$ cat config.mk
export PLATFORM = sky130hd
export DESIGN_NAME = decoder_bist_flat
export DESIGN_NICKNAME = d
export VERILOG_FILES = /design/src/rtl/decoder_bist_pkg.sv /design/src/rtl/decoder_bist_if.sv /design/src/rtl/decoder_bist.sv /design/src/flat_wrapper.sv
export SDC_FILE = /design/constraint.sdc
export NUM_CORES = 1
export LEC_CHECK = 0
export ABC_AREA = 1
export BUFFER_PORTS_ARGS = -buffer_cell sky130_fd_sc_hd__buf_2
export CAP_MARGIN = 20
export CORE_ASPECT_RATIO = 1.5
export CORE_UTILIZATION = 29
export CTS_CLUSTER_SIZE = 14
export DETAILED_ROUTE_END_ITERATION = 8
export HOLD_SLACK_MARGIN = 0.08
export PLACE_DENSITY_LB_ADDON = 0.2
export REMOVE_ABC_BUFFERS = 1
export SYNTH_ARGS = -nofsm -noshare
export SYNTH_HDL_FRONTEND = slang
export SYNTH_SLANG_ARGS = --single-unit
$ cat constraint.sdc
create_clock -name clk -period 1.3 [get_ports clk]
set_input_delay 0.065 -clock clk [delete_from_list [all_inputs] [get_ports clk]]
set_output_delay 0.065 -clock clk [all_outputs]
set_load 0.01 [all_outputs]
$ cat src/rtl/decoder_bist_pkg.sv
// decoder_bist_pkg: shared types, constants and the ideal one-hot helper for the decoder BIST
package decoder_bist_pkg;

    // Widest decoder input the helper supports; callers truncate to 2^N bits.
    localparam int MAXN = 8;
    localparam int CNTW = 4;

    typedef enum logic [1:0] {S_IDLE, S_SETTLE, S_CHECK, S_DONE} state_t;

    function automatic logic [2**MAXN-1:0] onehot_of(input logic [MAXN-1:0] a);
        onehot_of = '0;
        onehot_of[a] = 1'b1;
    endfunction

endpackage

$ cat src/rtl/decoder_bist_if.sv
// decoder_bist_if: bundle between the BIST controller, the decoder under test and the system
//   start           run request into the BIST
//   dec_a / dec_y   code driven to the decoder and its one-hot response
//   busy/done/pass  run status
//   err_count       saturating mismatch count
//   first_err_*     flag, code and response of the first mismatch
interface decoder_bist_if #(
    parameter int N    = 3,
    parameter int ERRW = 8
);
    localparam int Y = 1 << N;

    logic            start;
    logic [N-1:0]    dec_a;
    logic [Y-1:0]    dec_y;
    logic            busy;
    logic            done;
    logic            pass;
    logic [ERRW-1:0] err_count;
    logic            first_err_valid;
    logic [N-1:0]    first_err_a;
    logic [Y-1:0]    first_err_y;

    modport slave (
        input  start, dec_y,
        output dec_a, busy, done, pass, err_count, first_err_valid, first_err_a, first_err_y
    );

    modport master (
        output start, dec_y,
        input  dec_a, busy, done, pass, err_count, first_err_valid, first_err_a, first_err_y
    );
endinterface

$ cat src/rtl/decoder_bist.sv
// decoder_bist: exhaustive stimulus/response self-test around an N-to-2^N decoder
//   clk      rising-edge clock
//   reset_n  asynchronous active-low reset
//   bus      decoder_bist_if.slave: start in, dec_y in, dec_a and all status/result outputs out
module decoder_bist
    import decoder_bist_pkg::*;
#(
    parameter int N      = 3,
    parameter int SETTLE = 1,
    parameter int ERRW   = 8
) (
    input logic           clk,
    input logic           reset_n,
    decoder_bist_if.slave bus
);
    localparam int Y = 1 << N;

    state_t          state_q, state_d;
    logic [CNTW-1:0] cnt_q, cnt_d;
    logic [N-1:0]    a_q, a_d;
    logic [ERRW-1:0] err_q, err_d;
    logic            fv_q, fv_d;
    logic [N-1:0]    fa_q, fa_d;
    logic [Y-1:0]    fy_q, fy_d;
    logic [Y-1:0]    exp_w;
    logic            start_ok, mism, last;
    logic            busy_w, done_w;

    assign exp_w    = Y'(onehot_of(MAXN'(a_q)));
    assign start_ok = bus.start && (state_q == S_IDLE || state_q == S_DONE);
    assign mism     = state_q == S_CHECK && bus.dec_y != exp_w;
    assign last     = &a_q;

    always_ff @(posedge clk or negedge reset_n) begin
        if (!reset_n) state_q <= S_IDLE;
        else          state_q <= state_d;
    end

    always_comb begin
        state_d = state_q;
        case (state_q)
            S_IDLE, S_DONE: state_d = bus.start ? S_SETTLE : state_q;
            S_SETTLE:       state_d = cnt_q == '0 ? S_CHECK : S_SETTLE;
            S_CHECK:        state_d = last ? S_DONE : S_SETTLE;
            default:        state_d = S_IDLE;
        endcase
    end

    always_comb begin
        busy_w = state_q == S_SETTLE || state_q == S_CHECK;
        done_w = state_q == S_DONE;
    end

    always_comb begin
        cnt_d = cnt_q;
        a_d   = a_q;
        err_d = err_q;
        fv_d  = fv_q;
        fa_d  = fa_q;
        fy_d  = fy_q;
        if (start_ok) begin
            cnt_d = CNTW'(SETTLE);
            a_d   = '0;
            err_d = '0;
            fv_d  = 1'b0;
            fa_d  = '0;
            fy_d  = '0;
        end
        if (state_q == S_SETTLE && cnt_q != '0) cnt_d = cnt_q - 1'b1;
        if (mism) begin
            err_d = &err_q ? err_q : err_q + 1'b1;
            // Only the first mismatch of a run is captured.
            if (!fv_q) begin
                fv_d = 1'b1;
                fa_d = a_q;
                fy_d = bus.dec_y;
            end
        end
        // The last code stays on dec_a through DONE.
        if (state_q == S_CHECK && !last) begin
            a_d   = a_q + 1'b1;
            cnt_d = CNTW'(SETTLE);
        end
    end

    always_ff @(posedge clk or negedge reset_n) begin
        if (!reset_n) begin
            cnt_q <= '0;
            a_q   <= '0;
            err_q <= '0;
            fv_q  <= 1'b0;
            fa_q  <= '0;
            fy_q  <= '0;
        end else begin
            cnt_q <= cnt_d;
            a_q   <= a_d;
            err_q <= err_d;
            fv_q  <= fv_d;
            fa_q  <= fa_d;
            fy_q  <= fy_d;
        end
    end

    assign bus.dec_a           = a_q;
    assign bus.busy            = busy_w;
    assign bus.done            = done_w;
    assign bus.pass            = done_w && err_q == '0;
    assign bus.err_count       = err_q;
    assign bus.first_err_valid = fv_q;
    assign bus.first_err_a     = fa_q;
    assign bus.first_err_y     = fy_q;
endmodule

$ cat src/flat_wrapper.sv
// flat-port wrapper written by rule: the top's interface ports become plain ports
module decoder_bist_flat import decoder_bist_pkg::*;
#(
    parameter int N      = 3,
    parameter int SETTLE = 1,
    parameter int ERRW   = 8
)
  (clk, reset_n, bus_start, bus_dec_y, bus_dec_a, bus_busy, bus_done, bus_pass, bus_err_count, bus_first_err_valid, bus_first_err_a, bus_first_err_y);
  decoder_bist_if #(.N(N), .ERRW(ERRW)) bus_i ();
  input logic clk;
  input logic reset_n;
  input wire logic [$bits(bus_i.start)-1:0] bus_start;
  input wire logic [$bits(bus_i.dec_y)-1:0] bus_dec_y;
  output wire logic [$bits(bus_i.dec_a)-1:0] bus_dec_a;
  output wire logic [$bits(bus_i.busy)-1:0] bus_busy;
  output wire logic [$bits(bus_i.done)-1:0] bus_done;
  output wire logic [$bits(bus_i.pass)-1:0] bus_pass;
  output wire logic [$bits(bus_i.err_count)-1:0] bus_err_count;
  output wire logic [$bits(bus_i.first_err_valid)-1:0] bus_first_err_valid;
  output wire logic [$bits(bus_i.first_err_a)-1:0] bus_first_err_a;
  output wire logic [$bits(bus_i.first_err_y)-1:0] bus_first_err_y;
  assign bus_i.start = bus_start;
  assign bus_i.dec_y = bus_dec_y;
  assign bus_dec_a = bus_i.dec_a;
  assign bus_busy = bus_i.busy;
  assign bus_done = bus_i.done;
  assign bus_pass = bus_i.pass;
  assign bus_err_count = bus_i.err_count;
  assign bus_first_err_valid = bus_i.first_err_valid;
  assign bus_first_err_a = bus_i.first_err_a;
  assign bus_first_err_y = bus_i.first_err_y;
  decoder_bist #(.N(N), .SETTLE(SETTLE), .ERRW(ERRW)) u_core (.clk(clk), .reset_n(reset_n), .bus(bus_i));
endmodule
Word-level counts from Yosys, hierarchy flattened
Cells that the tools add are included.
- reductions and logical operators: 20
- eq/ne operators: 6
- order comparisons: 2
- multiplexer cells: 23
- add/subtract/negate cells: 3
- operator list (operator ; number):
    8-bit two-way mux ; 6
    3-bit two-way mux ; 5
    4-bit two-way mux ; 3
    3-bit by 9-bit less-than comparator with 1-bit output (second input constant) ; 1
    8-bit by 1-bit adder with 8-bit output (second input constant) ; 1
    8-bit logical NOT ; 1
    8-bit inequality test ; 1
    8-bit AND reduction ; 1
    1-bit logical AND ; 6
    2-bit two-way mux ; 3
    2-bit one-hot mux with 3 select lines ; 1
    2-bit equality test (second input constant) ; 2
    4-bit logical NOT ; 1
    1-bit two-way mux ; 4
    2-bit inequality test (second input constant) ; 2
    2-bit nonzero test ; 2
    4-bit nonzero test ; 1
    4-bit by 1-bit subtractor with 4-bit output (second input constant) ; 1
    3-bit by 1-bit adder with 3-bit output (second input constant) ; 1
    1-bit demux with 3-bit select ; 1
    3-bit by 1-bit greater-or-equal comparator with 1-bit output (second input constant) ; 1
    3-bit AND reduction ; 1
    3-bit nonzero test ; 1
    2-bit by 1-bit equality test with 1-bit output (second input constant) ; 1
    other kinds (5) ; 6
- output and inout bits: 26
- register bits after elaboration: 29
- input port bits: 11
- word-level logic and storage cells: 61

Longest topological paths before layout
Gate-level depths: netlist of run 1.
- depth in word-level cells: 8
- depth in mapped cells: 12
- gate-level depth less buffers: 12

Worst setup path after synthesis of run 1
OpenSTA, ideal clock, no wires.
- path kind: register -> register
- start: register u_core.err_q[0] (netlist: u_core.bus.err_count[0])
- end: register u_core.err_q[7] (netlist: u_core.bus.err_count[7])
- cell stages (with the launch flop): 12
- setup time: 117 ps
- data arrival time: 1451 ps
- data required time: 1183 ps
- path slack: -267 ps
- buffers on the path: 1
- clock period less this slack: 1567 ps
- cells stage by stage: dfrtp_1 > ha_1 > nand3_1 > nor2_1 > nand2_1 > nor2_2 > nand2_1 > nand3_2 > buf_6 > nand2_1 > nand2_1 > nand2_1
- word-level cells in the longest chain between the ends: 3
- elaborated cells on any way between the ends: 6
- those cells by class: add/sub (1); eq/ne (1); mux (2); reduce/logical (2)
- RTL lines (item ; RTL line ; source):
    start: declaration ; decoder_bist.sv:21 ; logic [ERRW-1:0] err_q, err_d;
    start signal: assignment ; decoder_bist.sv:97 ; err_q <= err_d;
    8-bit by 1-bit adder with 8-bit output / 8-bit AND reduction (equally long branches) ; decoder_bist.sv:71 ; err_d = &err_q ? err_q : err_q + 1'b1;
    8-bit two-way mux / 2-bit inequality test (equally long branches) ; n/a ;
    8-bit two-way mux / 2-bit AND reduction (equally long branches) ; n/a ;
Several ways; a longest one is shown, not always the timed one. The select of a mux whose other input is x is not followed.
A chain may end at the register's enable or synchronous reset.

Worst setup path in the final report of run 1
- start: register u_core.a_q[1] (netlist: u_core.bus.dec_a[1])
- end: register u_core.fy_q[0] (netlist: u_core.bus.first_err_y[0])
- word-level cells in the longest chain between the ends: 7
- elaborated cells on any way between the ends: 8
- those cells by class: order compare (2); eq/ne (1); mux (3); reduce/logical (2)
- RTL lines (item ; RTL line ; source):
    start: declaration ; decoder_bist.sv:20 ; logic [N-1:0] a_q, a_d;
    start signal: assignment ; decoder_bist.sv:89 ; a_q <= '0;
    start signal: assignment ; decoder_bist.sv:96 ; a_q <= a_d;
    3-bit by 9-bit less-than comparator with 1-bit output (implied by the code) / 3-bit by 1-bit greater-or-equal comparator with 1-bit output (equally long branches) ; decoder_bist_pkg.sv:12 ; onehot_of[a] = 1'b1;
    1-bit logical AND (implied by the code) ; decoder_bist_pkg.sv:12 ;
    1-bit two-way mux (implied by the code) ; decoder_bist_pkg.sv:12 ;
    1-bit demux with 3-bit select * ; n/a ;
    8-bit inequality test * ; decoder_bist.sv:31 ; assign mism = state_q == S_CHECK && bus.dec_y != exp_w;
    1-bit logical AND * ; decoder_bist.sv:31 ;
    8-bit two-way mux * ; decoder_bist.sv:70 ; if (mism) begin
    net u_core.fy_d[0] ; decoder_bist.sv:24 ; logic [Y-1:0] fy_q, fy_d;
    end signal: assignment ; decoder_bist.sv:100 ; fy_q <= fy_d;
    end: declaration ; decoder_bist.sv:24 ;
Mark *: on every way through the listed nets, which the timed path passes. The rest lies on a longest branch.

==> results.sh, run 1 <==
export IMPL_whs_ns=0.1186
export IMPL_cts_tree="yes"
export IMPL_drt_iter0_markers=81
export IMPL_grt_pass1_vias=1762
export IMPL_violations="setup timing"
export IMPL_syn_area_per_cell_sq_um=7.839
export IMPL_drc=0
export IMPL_leakagePower_nw=1.490
export IMPL_start_kind="flop"
export IMPL_clk_latency_ns=0.28
export IMPL_grt_overflow=0
export IMPL_holdPathEnd="u_core.state_q[0]"
export IMPL_rsz0062_at_grt="true"
export IMPL_critPathMaxFanout=6
export IMPL_cts_sinks=29
export IMPL_place_gp_congestion=0.7734
export IMPL_regToRegSetupSlack_ns=-0.26
export IMPL_routed_wl_um=4609
export IMPL_ys_types=26
export IMPL_r2r_end="u_core.bus.first_err_y[0]"
export IMPL_antenna_found_initial=0
export IMPL_setup_viol=26
export IMPL_utilization=0.4804
export IMPL_arrival_ns=1.73
export IMPL_grt_pass1_wl_um=7521
export IMPL_status="finished with violations"
export IMPL_die_area_sq_um=6238
export IMPL_cts_htree_levels=2
export IMPL_start_util=0.2989
export IMPL_numCtsBuffers=5
export IMPL_area_growth_synth_to_final_pct=60.71
export IMPL_synthCells=219
export IMPL_crit_type="reg2reg"
export IMPL_ys_seq_area_frac=0.4227
export IMPL_yosys_top_cells_area="dfrtp_1, nand2_1, ha_1"
export IMPL_clk_pin_slew_ns=0.07
export IMPL_fin_total_pwr_mw=4.718
export IMPL_p_per_area_nw_per_um2=1710
export IMPL_portBuffers=36
export IMPL_rows=34
export IMPL_grt_max_degree=16
export IMPL_synth_area_sq_um=1717
export IMPL_layout_common_cells="nand2_1, buf_2, buf_4, dfrtp_1, inv_1"
export IMPL_clock_path_buffers=2
export IMPL_cp_startpoint="u_core.bus.dec_a[1]"
export IMPL_ir_worst_vdd_mv=0.6234
export IMPL_cp_end_kind="flop"
export IMPL_period_minus_slack_ns=1.561
export IMPL_dr_total_vias=1749
export IMPL_wl_per_cell_um=11.88
export IMPL_diodes=0
export IMPL_antenna_left=0
export IMPL_min_path_type="in2reg"
export IMPL_max_cap_violations=0
export IMPL_core_sq_um=5743
export IMPL_fin_skew_ns=0.007383
export IMPL_io_pins=37
export IMPL_die_y_um=96.23
export IMPL_dieWidth_um=64.82
export IMPL_synthDominantCellAreaShare=0.4227
export IMPL_clockRootBuffer="clkbuf_8"
export IMPL_ys_seq_elements=29
export IMPL_dr_pass1_iters=4
export IMPL_cp_required_ns=1.47
export IMPL_relSlewSlack=0.7371
export IMPL_grt_usage=0.1582
export IMPL_min_path_cells=3
export IMPL_ff2ff_path_depth=12
export IMPL_hold_start="bus_start"
export IMPL_layout_setup_ws_ns=-0.2607
export IMPL_final_common_cell="nand2_1"
export IMPL_dp_hpwl_um=3072
export IMPL_vias_per_cell=4.508
export IMPL_post_route_period_util=1.201
export IMPL_max_freq_ghz=0.6407
export IMPL_layout_nets=335
export IMPL_slew_viol_final=0
export IMPL_tightestPinTransition_ns=0.3944
export IMPL_drive_above_1_share=0.4620
export IMPL_r2r_start="u_core.bus.dec_a[1]"
export IMPL_synth_warnings=0
export IMPL_tns_ns=-4.938
export IMPL_hold_violations=0
export IMPL_synth_largest_area_cell="dfrtp_1"
## kinds of logic (layout without fill, tap and decap cells)
kind of cell    Yosys count  after routing  synth area share
compound gates           24             24            0.1006
xor+xnor                  6              6           0.03061
fa+ha+maj                 9              9           0.06560
buf+inv                  34            130           0.08746
flops                    29             29            0.4227
simple gates            117            118            0.2930
## Yosys cell counts (all sizes together)
library cell	instances
xnor2	1
a22o	1
buf	3
clkbuf	1
nor2	18
inv	30
nor4	1
nand2	78
nand4	1
ha	9
or2	2
xor2	5
nand3	17
a21oi	1
o22ai	3
dfrtp	29
a32oi	1
o21ai	18
## worst max-delay path, cell delays in order, from the launching register on
cell     delay (ns)
dfrtp_2        0.46
inv_4          0.09
nand2_2        0.05
nand2_1        0.05
nand2_1        0.07
nor2_2         0.10
nand3_2        0.11
nand2_4        0.11
nor2_4         0.05
buf_6          0.13
buf_12         0.13
nand2_2        0.06
o21ai_2        0.05
## cell type report
cell class,instances,area (sq um)
clock inverters,2,10.01
well taps,72,90.09
inverters,30,117.6
clock buffers,6,72.57
flip-flops and latches,29,728.2
multi-input cells,157,992.2
fillers,576,2984
repair buffers,92,748.2
## timing repair
| action | in CTS | in global routing |
|---|---|---|
| setup endpoints to repair | 30 | 30 |
| pin swaps | 8 | 4 |
| hold buffers | 9 | 0 |
| resized for setup | 42 | 17 |
| hold endpoints to repair | 37 | 0 |
| cloned | 3 | 1 |
| buffers inserted | 7 | 5 |
## per-stage QoR
| stage | instance area (sq um) | setup WS [ns] | std cells |
|---|---|---|---|
| 6_report | 2759 | -0.2607 | 388 |
| 5_1_grt | 2759 | -0.3849 | 388 |
| 4_1_cts | 2648 | -0.2591 | 382 |
| 3_5_place_dp | 2227 | -0.2950 | 355 |
| 3_3_place_gp | 2227 | -0.2871 | 355 |
| 2_1_floorplan | 1679 | -0.3323 | 215 |
## sequential cells by signal (all words and copies together), names as in the netlist
signal	flops
u_core.bus.err_count	8
u_core.bus.first_err_y	8
u_core.cnt_q	4
u_core.bus.dec_a	3
u_core.bus.first_err_a	3
u_core.state_q	2
u_core.bus.first_err_valid	1
## power by group
part / switching [mW] / internal (mW)
logic: 1.38 / 1.27
clock network: 0.349 / 0.370
registers: 0.172 / 1.18
## worst max-delay path by stage
stage,to
floorplan,u_core.bus.first_err_a[0]
global placement,u_core.bus.first_err_a[0]
detailed placement,u_core.bus.first_err_a[0]
CTS,u_core.bus.first_err_a[0]
global route,u_core.bus.first_err_y[0]
finish,u_core.bus.first_err_y[0]
## routing by layer
| metal | track usage | part of all wire | routed length, um |
|---|---|---|---|
| met5 | 0 | 0 | 0 |
| met4 | 0.07222 | 0.020 | 92 |
| met3 | 0.02607 | 0.026 | 120 |
| met2 | 0.2847 | 0.55 | 2549 |
| met1 | 0.1800 | 0.40 | 1847 |
(Power assumes the default switching activity.)
==> run 2: changes to the inputs <==
--- a/config.mk
+++ b/config.mk
@@ -10,10 +10,11 @@
 export CAP_MARGIN = 20
 export CORE_ASPECT_RATIO = 1.5
 export CORE_UTILIZATION = 29
-export CTS_CLUSTER_SIZE = 14
+export CTS_CLUSTER_SIZE = 40
 export DETAILED_ROUTE_END_ITERATION = 8
 export HOLD_SLACK_MARGIN = 0.08
 export PLACE_DENSITY_LB_ADDON = 0.2
+export RECOVER_POWER = 25
 export REMOVE_ABC_BUFFERS = 1
 export SYNTH_ARGS = -nofsm -noshare
 export SYNTH_HDL_FRONTEND = slang
==> results.sh, run 2 (synthesis results as in run 1) <==
export IMPL_drive_above_1_share=0.4589
export IMPL_die_area_sq_um=6238
export IMPL_fin_area_sq_um=2758
export IMPL_final_common_cell="nand2_1"
export IMPL_grt_pass1_vias=1762
export IMPL_critical_path_max_stage_delay_ns=0.46
export IMPL_area_growth_synth_to_final_pct=60.64
export IMPL_drc=0
export IMPL_vias_per_cell=4.505
export IMPL_cp_slowest_cell="dfrtp_2"
export IMPL_clockRootBuffer="clkbuf_8"
export IMPL_antenna_found_initial=0
export IMPL_fin_skew_ns=0.007383
export IMPL_cp_required_ns=1.47
export IMPL_max_freq_ghz=0.6407
export IMPL_start_util=0.2989
export IMPL_place_gp_congestion=0.7734
export IMPL_whs_ns=0.1186
export IMPL_utilization=0.4802
export IMPL_setup_viol=26
export IMPL_ir_worst_vdd_mv=0.6234
export IMPL_clk_latency_ns=0.28
export IMPL_crit_type="reg2reg"
export IMPL_grt_overflow=0
export IMPL_layout_nets=335
export IMPL_arrival_ns=1.73
export IMPL_critPathMaxFanout=6
export IMPL_period_minus_slack_ns=1.561
export IMPL_violations="setup timing"
export IMPL_dr_pass1_iters=4
export IMPL_cts_sinks=29
export IMPL_max_cap_violations=0
export IMPL_cp_end_kind="flop"
export IMPL_tns_ns=-4.938
export IMPL_io_pins=37
export IMPL_r2r_start="u_core.bus.dec_a[1]"
export IMPL_status="finished with violations"
export IMPL_drt_iter0_markers=81
export IMPL_p_per_area_nw_per_um2=1711
export IMPL_grt_pass1_wl_um=7521
export IMPL_seqCellArea_sq_um=728.2
export IMPL_layout_common_cells="nand2_1, buf_2, buf_4, dfrtp_1, inv_1"
export IMPL_multi_input_area_sq_um=992.2
export IMPL_start_kind="flop"
export IMPL_cp_num_buf_inv=3
export IMPL_rows=34
export IMPL_slew_viol_final=0
export IMPL_rsz0062_at_grt="true"
export IMPL_core_sq_um=5743
export IMPL_cts_htree_levels=2
export IMPL_crit_chain="inv_4, nand2_2, nand2_1, nand2_1, nor2_2, nand3_2, nand2_4, nor2_4, buf_6, buf_12, nand2_2, o21ai_2"
export IMPL_fillers=577
export IMPL_stdcell_count=388
export IMPL_clk_pin_slew_ns=0.07
export IMPL_tightestPinTransition_ns=0.9476
export IMPL_clock_path_buffers=2
export IMPL_leakagePower_nw=1.488
export IMPL_grt_usage=0.1582
export IMPL_die_y_um=96.23
export IMPL_relSlewSlack=0.3683
export IMPL_diodes=0
export IMPL_post_route_period_util=1.201
export IMPL_hold_start="bus_start"
export IMPL_layout_setup_ws_ns=-0.2607
export IMPL_portBuffers=36
export IMPL_dp_cells=355
export IMPL_numCtsBuffers=5
export IMPL_placed_area_sq_um=2227
export IMPL_dp_hpwl_um=3072
export IMPL_cp_startpoint="u_core.bus.dec_a[1]"
export IMPL_hold_violations=0
export IMPL_antenna_left=0
export IMPL_routed_wl_um=4608
export IMPL_grt_max_degree=16
export IMPL_crit_family="simple AND/OR/NAND/NOR gates"
export IMPL_min_path_type="in2reg"
export IMPL_dieWidth_um=64.82
export IMPL_dr_total_vias=1748
export IMPL_cts_tree="yes"
export IMPL_wl_per_cell_um=11.88
[run 2: worst reg2reg max path, stage by stage (launching register included)]
cell	delay, ns
dfrtp_2	0.46
inv_4	0.09
nand2_2	0.05
nand2_1	0.05
nand2_1	0.07
nor2_2	0.10
nand3_2	0.11
nand2_4	0.11
nor2_4	0.06
buf_6	0.13
buf_12	0.13
nand2_2	0.06
o21ai_2	0.05
[run 2: layout make-up]
| class | instances | share of cell area |
|---|---|---|
| Inverter | 30 | 0.04265 |
| Timing Repair Buffer | 92 | 0.2709 |
| Tap cell | 72 | 0.03267 |
| Clock buffer | 6 | 0.02632 |
| Multi-Input combinational cell | 157 | 0.3598 |
| Clock inverter | 2 | 0.003630 |
| Sequential cell | 29 | 0.2641 |
[run 2: worst paths after layout]
path                       slack, ns                        end  cells past startpoint
max                            -0.26  u_core.bus.first_err_y[0]                     12
max in group asynchronous       0.25        u_core.bus.dec_a[2]                      3
min reg2reg                     0.54  u_core.bus.first_err_y[6]                      2
max reg2reg                    -0.26  u_core.bus.first_err_y[0]                     12
min in group asynchronous       0.44    u_core.bus.err_count[3]                      2
min                             0.12          u_core.state_q[0]                      3
[run 2: timing repair]
item / 4_1_cts / 5_1_grt
gates resized for setup: 42 / 17
setup endpoints to repair: 30 / 30
setup buffers: 7 / 5
hold buffers: 9 / 0
gates cloned: 3 / 1
hold endpoints to repair: 37 / 0
pin swaps: 8 / 4
[run 2: per-stage QoR]
| stage | worst slack [ns] | total power, mW |
|---|---|---|
| 2_1_floorplan | -0.3323 | 2.543 |
| 3_3_place_gp | -0.2871 | 3.417 |
| 3_5_place_dp | -0.2950 | 3.445 |
| 4_1_cts | -0.2591 | 4.623 |
| 5_1_grt | -0.3849 | 5.156 |
| 6_report | -0.2607 | 4.717 |
[run 2: metal layers]
| layer | part of all wire | GRT usage | vias to the layer above | wire length (um) |
|---|---|---|---|---|
| li1 | - | - | 883 | - |
| met1 | 0.40 | 0.1800 | 832 | 1846 |
| met2 | 0.55 | 0.2847 | 25 | 2549 |
| met3 | 0.026 | 0.02607 | 8 | 120 |
| met4 | 0.020 | 0.07222 | 0 | 92 |
| met5 | 0 | 0 | - | 0 |
[run 2: where the power goes]
| group | leakage [nW] | internal (mW) | switching, mW |
|---|---|---|---|
| clock | 0.0450 | 0.370 | 0.349 |
| sequential | 0.389 | 1.18 | 0.172 |
| combinational | 1.05 | 1.27 | 1.38 |
| total | 1.49 | 2.81 | 1.90 |
